`config.mk`:
```
export PLATFORM = sky130hd
export DESIGN_NAME = debounce_filter
export DESIGN_NICKNAME = d
export VERILOG_FILES = /design/src/rtl/debounce_pkg.sv /design/src/rtl/debounce_filter_sync_2ff.sv /design/src/rtl/debounce_filter.sv
export SDC_FILE = /design/constraint.sdc
export NUM_CORES = 1
export LEC_CHECK = 0
export CAP_MARGIN = 10
export CORE_AREA = 2 2 39 41
export CTS_CLUSTER_DIAMETER = 40
export CTS_CLUSTER_SIZE = 14
export DETAILED_ROUTE_END_ITERATION = 8
export DIE_AREA = 0 0 41 43
export GPL_TIMING_DRIVEN = 0
export PLACE_DENSITY = 0.61
export SLEW_MARGIN = 10
export SYNTH_ARGS = -nofsm -noshare
export SYNTH_HDL_FRONTEND = slang
export SYNTH_SLANG_ARGS = --single-unit
```
`constraint.sdc`:
```
create_clock -name clk -period 1.67 [get_ports clk]
set_clock_uncertainty 0.15 [all_clocks]
set_input_delay 0.334 -clock clk [delete_from_list [all_inputs] [get_ports clk]]
set_output_delay 0.334 -clock clk [all_outputs]
set_load 0.02 [all_outputs]
```
`src/rtl/debounce_pkg.sv`:
```
// Shared types and defaults for the debounce filter.
package debounce_pkg;

  typedef enum logic [1:0] {
    STABLE_LOW  = 2'b00,
    WAIT_HIGH   = 2'b01,
    STABLE_HIGH = 2'b10,
    WAIT_LOW    = 2'b11
  } state_t;

  localparam int STABLE_CYCLES_DEF = 16;

endpackage

```
`src/rtl/debounce_filter_sync_2ff.sv`:
```
// Two-flop synchronizer for an asynchronous single-bit input.
// Both flops reset to RST_VAL so the downstream filter sees no false edge out of reset.
module sync_2ff #(
  parameter logic RST_VAL = 1'b0
) (
  input  logic clk,
  input  logic rst,
  input  logic d,
  output logic q
);

  logic meta;

  // Shift din through two flops; synchronous reset to the idle level.
  always_ff @(posedge clk) begin
    if (rst) begin
      meta <= RST_VAL;
      q    <= RST_VAL;
    end else begin
      meta <= d;
      q    <= meta;
    end
  end

endmodule

```
`src/rtl/debounce_filter.sv`:
```
// Single-bit debounce / glitch filter with one-cycle rise and fall strobes.
// A level change is accepted only after STABLE_CYCLES consecutive samples of the new value.
// Build option: define DEBOUNCE_SYNC_EN to insert a two-flop synchronizer ahead of the FSM
// (adds two cycles to every latency). Without it, din must already be synchronous to clk.
//
// state       | meaning
// ------------+--------------------------------------------------------------
// STABLE_LOW  | dout=0, input agrees, counter idle
// WAIT_HIGH   | input went high, counting consecutive 1 samples
// STABLE_HIGH | dout=1, input agrees, counter idle
// WAIT_LOW    | input went low, counting consecutive 0 samples
module debounce_filter
  import debounce_pkg::*;
#(
  parameter int   STABLE_CYCLES = STABLE_CYCLES_DEF,
  parameter logic RST_VAL       = 1'b0
) (
  input  logic clk,
  input  logic rst,
  input  logic din,
  output logic dout,
  output logic rise,
  output logic fall,
  output logic busy
);

  // Counter width is derived from STABLE_CYCLES and deliberately not overridable.
  localparam int               CNT_W     = $clog2(STABLE_CYCLES + 1);
  localparam logic [CNT_W-1:0] CNT_LAST  = CNT_W'(STABLE_CYCLES - 1);
  localparam logic [CNT_W-1:0] CNT_ONE   = CNT_W'(1);
  localparam state_t           RST_STATE = RST_VAL ? STABLE_HIGH : STABLE_LOW;

  if (STABLE_CYCLES < 2 || STABLE_CYCLES > 65535) begin : g_bad_stable_cycles
    $error("debounce_filter: STABLE_CYCLES=%0d outside legal range 2..65535", STABLE_CYCLES);
  end

  logic sample;

`ifdef DEBOUNCE_SYNC_EN
  sync_2ff #(.RST_VAL(RST_VAL)) u_sync (
    .clk (clk),
    .rst (rst),
    .d   (din),
    .q   (sample)
  );
`else
  assign sample = din;
`endif

  state_t           state, state_n;
  logic [CNT_W-1:0] cnt, cnt_n;
  logic             dout_n, rise_n, fall_n, busy_n;

  // State, counter and all outputs are registered; reset overrides everything.
  always_ff @(posedge clk) begin
    if (rst) begin
      state <= RST_STATE;
      cnt   <= '0;
      dout  <= RST_VAL;
      rise  <= 1'b0;
      fall  <= 1'b0;
      busy  <= 1'b0;
    end else begin
      state <= state_n;
      cnt   <= cnt_n;
      dout  <= dout_n;
      rise  <= rise_n;
      fall  <= fall_n;
      busy  <= busy_n;
    end
  end

  // Next-state, counter and output decode; strobes default low so they last one cycle.
  always_comb begin
    state_n = state;
    cnt_n   = cnt;
    dout_n  = dout;
    rise_n  = 1'b0;
    fall_n  = 1'b0;
    busy_n  = busy;

    case (state)
      STABLE_LOW: begin
        cnt_n  = '0;
        busy_n = 1'b0;
        if (sample) begin
          state_n = WAIT_HIGH;
          cnt_n   = CNT_ONE;
          busy_n  = 1'b1;
        end
      end

      WAIT_HIGH: begin
        if (!sample) begin
          state_n = STABLE_LOW;
          cnt_n   = '0;
          busy_n  = 1'b0;
        end else if (cnt == CNT_LAST) begin
          state_n = STABLE_HIGH;
          cnt_n   = '0;
          dout_n  = 1'b1;
          rise_n  = 1'b1;
          busy_n  = 1'b0;
        end else begin
          cnt_n = cnt + CNT_ONE;
        end
      end

      STABLE_HIGH: begin
        cnt_n  = '0;
        busy_n = 1'b0;
        if (!sample) begin
          state_n = WAIT_LOW;
          cnt_n   = CNT_ONE;
          busy_n  = 1'b1;
        end
      end

      WAIT_LOW: begin
        if (sample) begin
          state_n = STABLE_HIGH;
          cnt_n   = '0;
          busy_n  = 1'b0;
        end else if (cnt == CNT_LAST) begin
          state_n = STABLE_LOW;
          cnt_n   = '0;
          dout_n  = 1'b0;
          fall_n  = 1'b1;
          busy_n  = 1'b0;
        end else begin
          cnt_n = cnt + CNT_ONE;
        end
      end

      // Corrupted encoding: fall back to the stable state that matches the output.
      default: begin
        state_n = dout ? STABLE_HIGH : STABLE_LOW;
        cnt_n   = '0;
        busy_n  = 1'b0;
      end
    endcase
  end

endmodule

```
* Word-level counts from Yosys, hierarchy flattened *
Cells that the tools add are included.

word-level totals
  output and inout bits = 4
  input port bits = 3
  register bits after elaboration = 11
  word-level logic and storage cells = 53

cells by class
  mux-type cells = 25
  reductions and logical operators = 6
  $add $sub $neg = 1
  equal/unequal tests = 12
  bitwise logic cells = 3

operators by type and width
  operator               count
  $pmux W5 S4            1
  $mux W5                3
  $mux W1                12
  $mux W2                6
  $ne A2 B2 Y1 const B   6
  $pmux W2 S4            1
  $ne A3 B3 Y1 const B   2
  $reduce_or A3 Y1       2
  $add A5 B1 Y5 const B  1
  $eq A5 B4 Y1 const B   1
  $reduce_and A5 Y1      1
  $eq A2 B2 Y1 const B   2
  $pmux W1 S4            1
  $reduce_and A4 Y1      1
  $not A1 Y1             3
  $eq A2 B1 Y1 const B   1
  $logic_not A2 Y1       1
  $pmux W1 S2            1
  $reduce_bool A2 Y1     1

* Logic depth before layout (Yosys ltp) *
  depth in word-level cells = 4
  depth in mapped cells = 5
  mapped depth without buffers = 4

* Worst setup path before layout *
OpenSTA, ideal clock, no wires.

  path type = register to register
  from = reg cnt[0]
  to = reg rise
  clock period less this slack = 1.324 ns
  library setup time = 0.087 ns
  data required time = 1.433 ns
  buffers on the path = 1
  data arrival time = 1.087 ns
  cell stages (with the launch flop) = 6
  setup slack = 0.346 ns
  cells stage by stage = dfxtp_1 ha_1 and4b_1 buf_4 nand2_2 nor4b_2

between the ends
  longest elaborated chain between the ends = 2

ends and longest elaborated chain
  element                 line                   RTL
  start, declared         debounce_filter.sv:51  logic [CNT_W-1:0] cnt, cnt_n;
  start signal, assigned  debounce_filter.sv:65  cnt <= cnt_n;
  $eq A5 B4 Y1            debounce_filter.sv:98  end else if (cnt == CNT_LAST) begin
  $mux W1                 debounce_filter.sv:98
  end signal, assigned    debounce_filter.sv:67  rise <= rise_n;
  end, declared           debounce_filter.sv:22  output logic rise,

Every way passes these cells.
A chain may end at the register's enable or synchronous reset.

* Worst setup path after layout *
Same ends and word-level chain as after synthesis.

==> impl_summary.txt <==
----------------------------------------------------
[Clock network]
  Cts hold-fix bufs ... 0
  # Post-CTS Setup Buffers ... 0
  Clock transition at the registers of the reported paths ... 70 ps
  Number of buffers created by CTS ... 3
  Maximum level of the CTS H-tree ... 1
  Cell chosen for the clock root ... sky130_fd_sc_hd__clkbuf_4
  CTS sink cnt ... 11
  Clock Latency Late Sink ... 270 ps
  Buffers from clock root to sink, at most ... 2
  CTS tree ... yes

[Setup path]
  Type of origin of the critical path ... flop
  Worst EP required ... 1700 ps
  Maximum net fanout on the critical path ... 6
  Kind of critical path ... flop to flop
  Data arrival time at the worst-slack endpoint ... 1550 ps
  Type of destination of the critical path ... flop

[Placement]
  Number of placed cells counting well taps ... 65
  Input/output buffers ... 6
  Post-placement worst setup slack ... -83.7 ps
  Detailed-placement wirelength estimate ... 608 µm
  Weighted congestion reported at the end of routability-driven placement ... 0.672
  Placed cell areas ... 512 µm²

[Global routing]
  All-Layer GR Usage ... 12.4%
  Global-route wire length before repair ... 1440 µm
  Overflow left after global routing ... 0
  Maximum number of pins on one net before global-route repair ... 8
  Initial antenna violation count ... 0
  Vias in the first global route ... 339

[Yosys]
  Register bit total from synthesis ... 11
  Synthesized area ... 432 µm²
  Distinct cell type count after synthesis ... 21
  Number of synthesized flops with an enable pin ... 0
  Post-synth net total ... 47
  Cell with the most instances after synthesis ... sky130_fd_sc_hd__dfxtp_1
  Dominant cell type by area after synthesis ... sky130_fd_sc_hd__dfxtp_1
  Synth Area in Simple Gates ... 26.1%
  Adder-cell share of the synthesized area ... 2.90%
  Parity-gate share of the synthesized area counting xor and xnor cells ... 6.09%
  Cell types occupying the most area after synthesis ... sky130_fd_sc_hd__dfxtp_1, sky130_fd_sc_hd__a21oi_1, sky130_fd_sc_hd__xor2_1
  Average footprint of a synthesized cell ... 10.0 µm²
  Most used standard cells in the synthesized netlist ... sky130_fd_sc_hd__dfxtp_1, sky130_fd_sc_hd__a21oi_1, sky130_fd_sc_hd__inv_1, sky130_fd_sc_hd__nand3_1, sky130_fd_sc_hd__o21ai_0
  Post-synthesis mux area share ... 0%
  Dominant combinational cell family by area after synthesis ... simple AND/OR/NAND/NOR gates
  Main flop type after synthesis ... sky130_fd_sc_hd__dfxtp_1
  Share of flip-flops with an asynchronous set or reset after synthesis ... 0%
  Number of cells produced by synthesis ... 43
  Synth Area in Compound Gates ... 9.57%
  Part of the Yosys area used for sequential elements ... 51.0%
  Fraction of post-synthesis cell area in the top cell type by area ... 51.0%
  Warning count from the yosys run ... 0

[Floorplan]
  Height of the die ... 43 µm
  Die Outline Area ... 1760 µm²
  Die width ... 41 µm
  Placeable Area ... 1380 µm²
  Boundary Pins ... 7
  Initial core utilization ... 31.2%
  Number of placement rows ... 14

[Final layout]
  Synth-to-layout area growth ... 24.3%
  Antenna diode count ... 0
  Fill cell total of the finished layout ... 153
  Final Instance Area ... 537 µm²
  Ratio of cells with drive above 1 in the final layout ... 15.1%
  Final Instance Count excl. Fillers ... 69
  NumNets Final ... 58

[STA]
  Minimum period implied by the final worst setup slack ... 1510 ps
  Final count of negative-setup-slack endpoints ... 0
  Post-route worst setup slack ... 156 ps
  Number of pins with negative max-slew slack in the final report ... 0
  Setup_tns ... 0 ps
  Highest Clock Rate ... 661 MHz
  Number of endpoints with negative hold slack in the final report ... 0
  Final period util ... 90.6%
  Worst slew pin tran ... 239 ps
  Unrepaired setup endpoints after global routing ... false
  Max transition margin ... 84.1%

[Flow run]
  Max-Cap Viols ... 0

[Detailed routing]
  Final routed DRC violation total ... 0
  Sum of routed wire length over all layers ... 875 µm
  TritonRoute pass-1 iters ... 4
  Routed vias/inst ... 5.17
  WL/cell ... 12.7 µm
  Via total after detailed routing ... 357
  Violation count after the first detailed-route iteration ... 8
  Number of nets with antenna violations after detailed routing ... 0

[Pwr]
  Power per cell area ... 919 nW/µm²
  Max VDD drop ... 0.392 mV
  Standby leakage power ... 0.216 nW

[Min path]
  Min-delay worst type ... flop to flop

[Outcome]
  Status ... complete, no violations

----------------------------------------------------
==> stage by stage <==
step	util, %	power (W)	hold slack (ps)
floorplan	-	0.000297	253
global placement	37.0	0.000316	285
detailed placement	37.0	0.000316	299
CTS	38.6	0.000498	321
global route	38.8	0.000511	328
finish	38.8	0.000493	332
==> placed cells by master, fill, tap and decap left out <==
cell and count:
sky130_fd_sc_hd__nor4_2 1, sky130_fd_sc_hd__and4b_1 1, sky130_fd_sc_hd__nand2_1 1, sky130_fd_sc_hd__nand3_1 3
sky130_fd_sc_hd__nand4_1 1, sky130_fd_sc_hd__dfxtp_1 11, sky130_fd_sc_hd__buf_4 1, sky130_fd_sc_hd__nand4b_1 1
sky130_fd_sc_hd__clkbuf_1 1, sky130_fd_sc_hd__nand2b_2 1, sky130_fd_sc_hd__nor2_1 1, sky130_fd_sc_hd__o21ai_0 3
sky130_fd_sc_hd__nor3_1 2, sky130_fd_sc_hd__xnor2_1 1, sky130_fd_sc_hd__clkdlybuf4s50_1 2, sky130_fd_sc_hd__a31oi_1 1
sky130_fd_sc_hd__inv_1 3, sky130_fd_sc_hd__dlygate4sd2_1 3, sky130_fd_sc_hd__clkbuf_4 3, sky130_fd_sc_hd__xor2_1 2
sky130_fd_sc_hd__nor4_1 2, sky130_fd_sc_hd__dlymetal6s2s_1 1, sky130_fd_sc_hd__nor4b_2 1, sky130_fd_sc_hd__a21oi_1 4
sky130_fd_sc_hd__ha_1 1, sky130_fd_sc_hd__nand2_2 1
==> routing by layer <==
metal  part of all wire (%)  vias to the layer above  GRT usage [%]
met3                    3.9                        4           4.71
met5                      0                        -              0
met2                     46                       11           15.6
met1                     48                      165           17.3
met4                    2.2                        0           7.33
li1                       -                      177              -
==> path summary, 6_finish.rpt <==
path	cells after the start	to	slack (ps)	startpoint
worst max-delay path	5	rise	160	cnt[0]
worst min-delay path	2	cnt[4]	330	cnt[4]
worst max register to register	5	rise	160	cnt[0]
worst min register to register	2	cnt[4]	330	cnt[4]
==> final cells by class <==
| cell class | instances | area, µm² | share of cell area (%) |
|---|---|---|---|
| clock buffer | 4 | 26.3 | 4.90 |
| timing repair buffer | 6 | 58.8 | 11.0 |
| sequential | 11 | 220 | 41.0 |
| multi-input combinational | 28 | 193 | 35.9 |
| inverter | 3 | 11.3 | 2.10 |
| tap | 16 | 20.0 | 3.73 |
| buffer | 1 | 7.51 | 1.40 |
==> worst max-delay path, cell delays in order (launching register included) <==
cell and delay, ps:
sky130_fd_sc_hd__dfxtp_1 370, sky130_fd_sc_hd__ha_1 250, sky130_fd_sc_hd__and4b_1 220, sky130_fd_sc_hd__buf_4 150
sky130_fd_sc_hd__nand2_2 70, sky130_fd_sc_hd__nor4b_2 220
==> kinds of logic (layout without fill, tap and decap cells) <==
kind of cell / Yosys count / in the layout
compound gates: 8 / 8
fa+ha+maj: 1 / 1
buf+inv: 4 / 14
simple gates: 16 / 16
xor+xnor: 3 / 3
flops: 11 / 11
==> sequential cells by signal, summed over array words and instances, names as in the netlist, named ones only <==
signal  count
fall        1
busy        1
cnt         5
rise        1
state       1
dout        1
==> power by group <==
group          switching (W)  internal (W)
clock network      0.0000933     0.0000926
registers         0.00000557      0.000269
logic              0.0000193     0.0000137
total               0.000118      0.000375
==> timing repair <==
| item | in CTS | in global routing |
|---|---|---|
| pin swaps | 0 | 0 |
| gates resized for setup | 3 | 1 |
| setup endpoints to repair | 3 | 1 |
No activity file was read; power rests on OpenSTA's default activity.
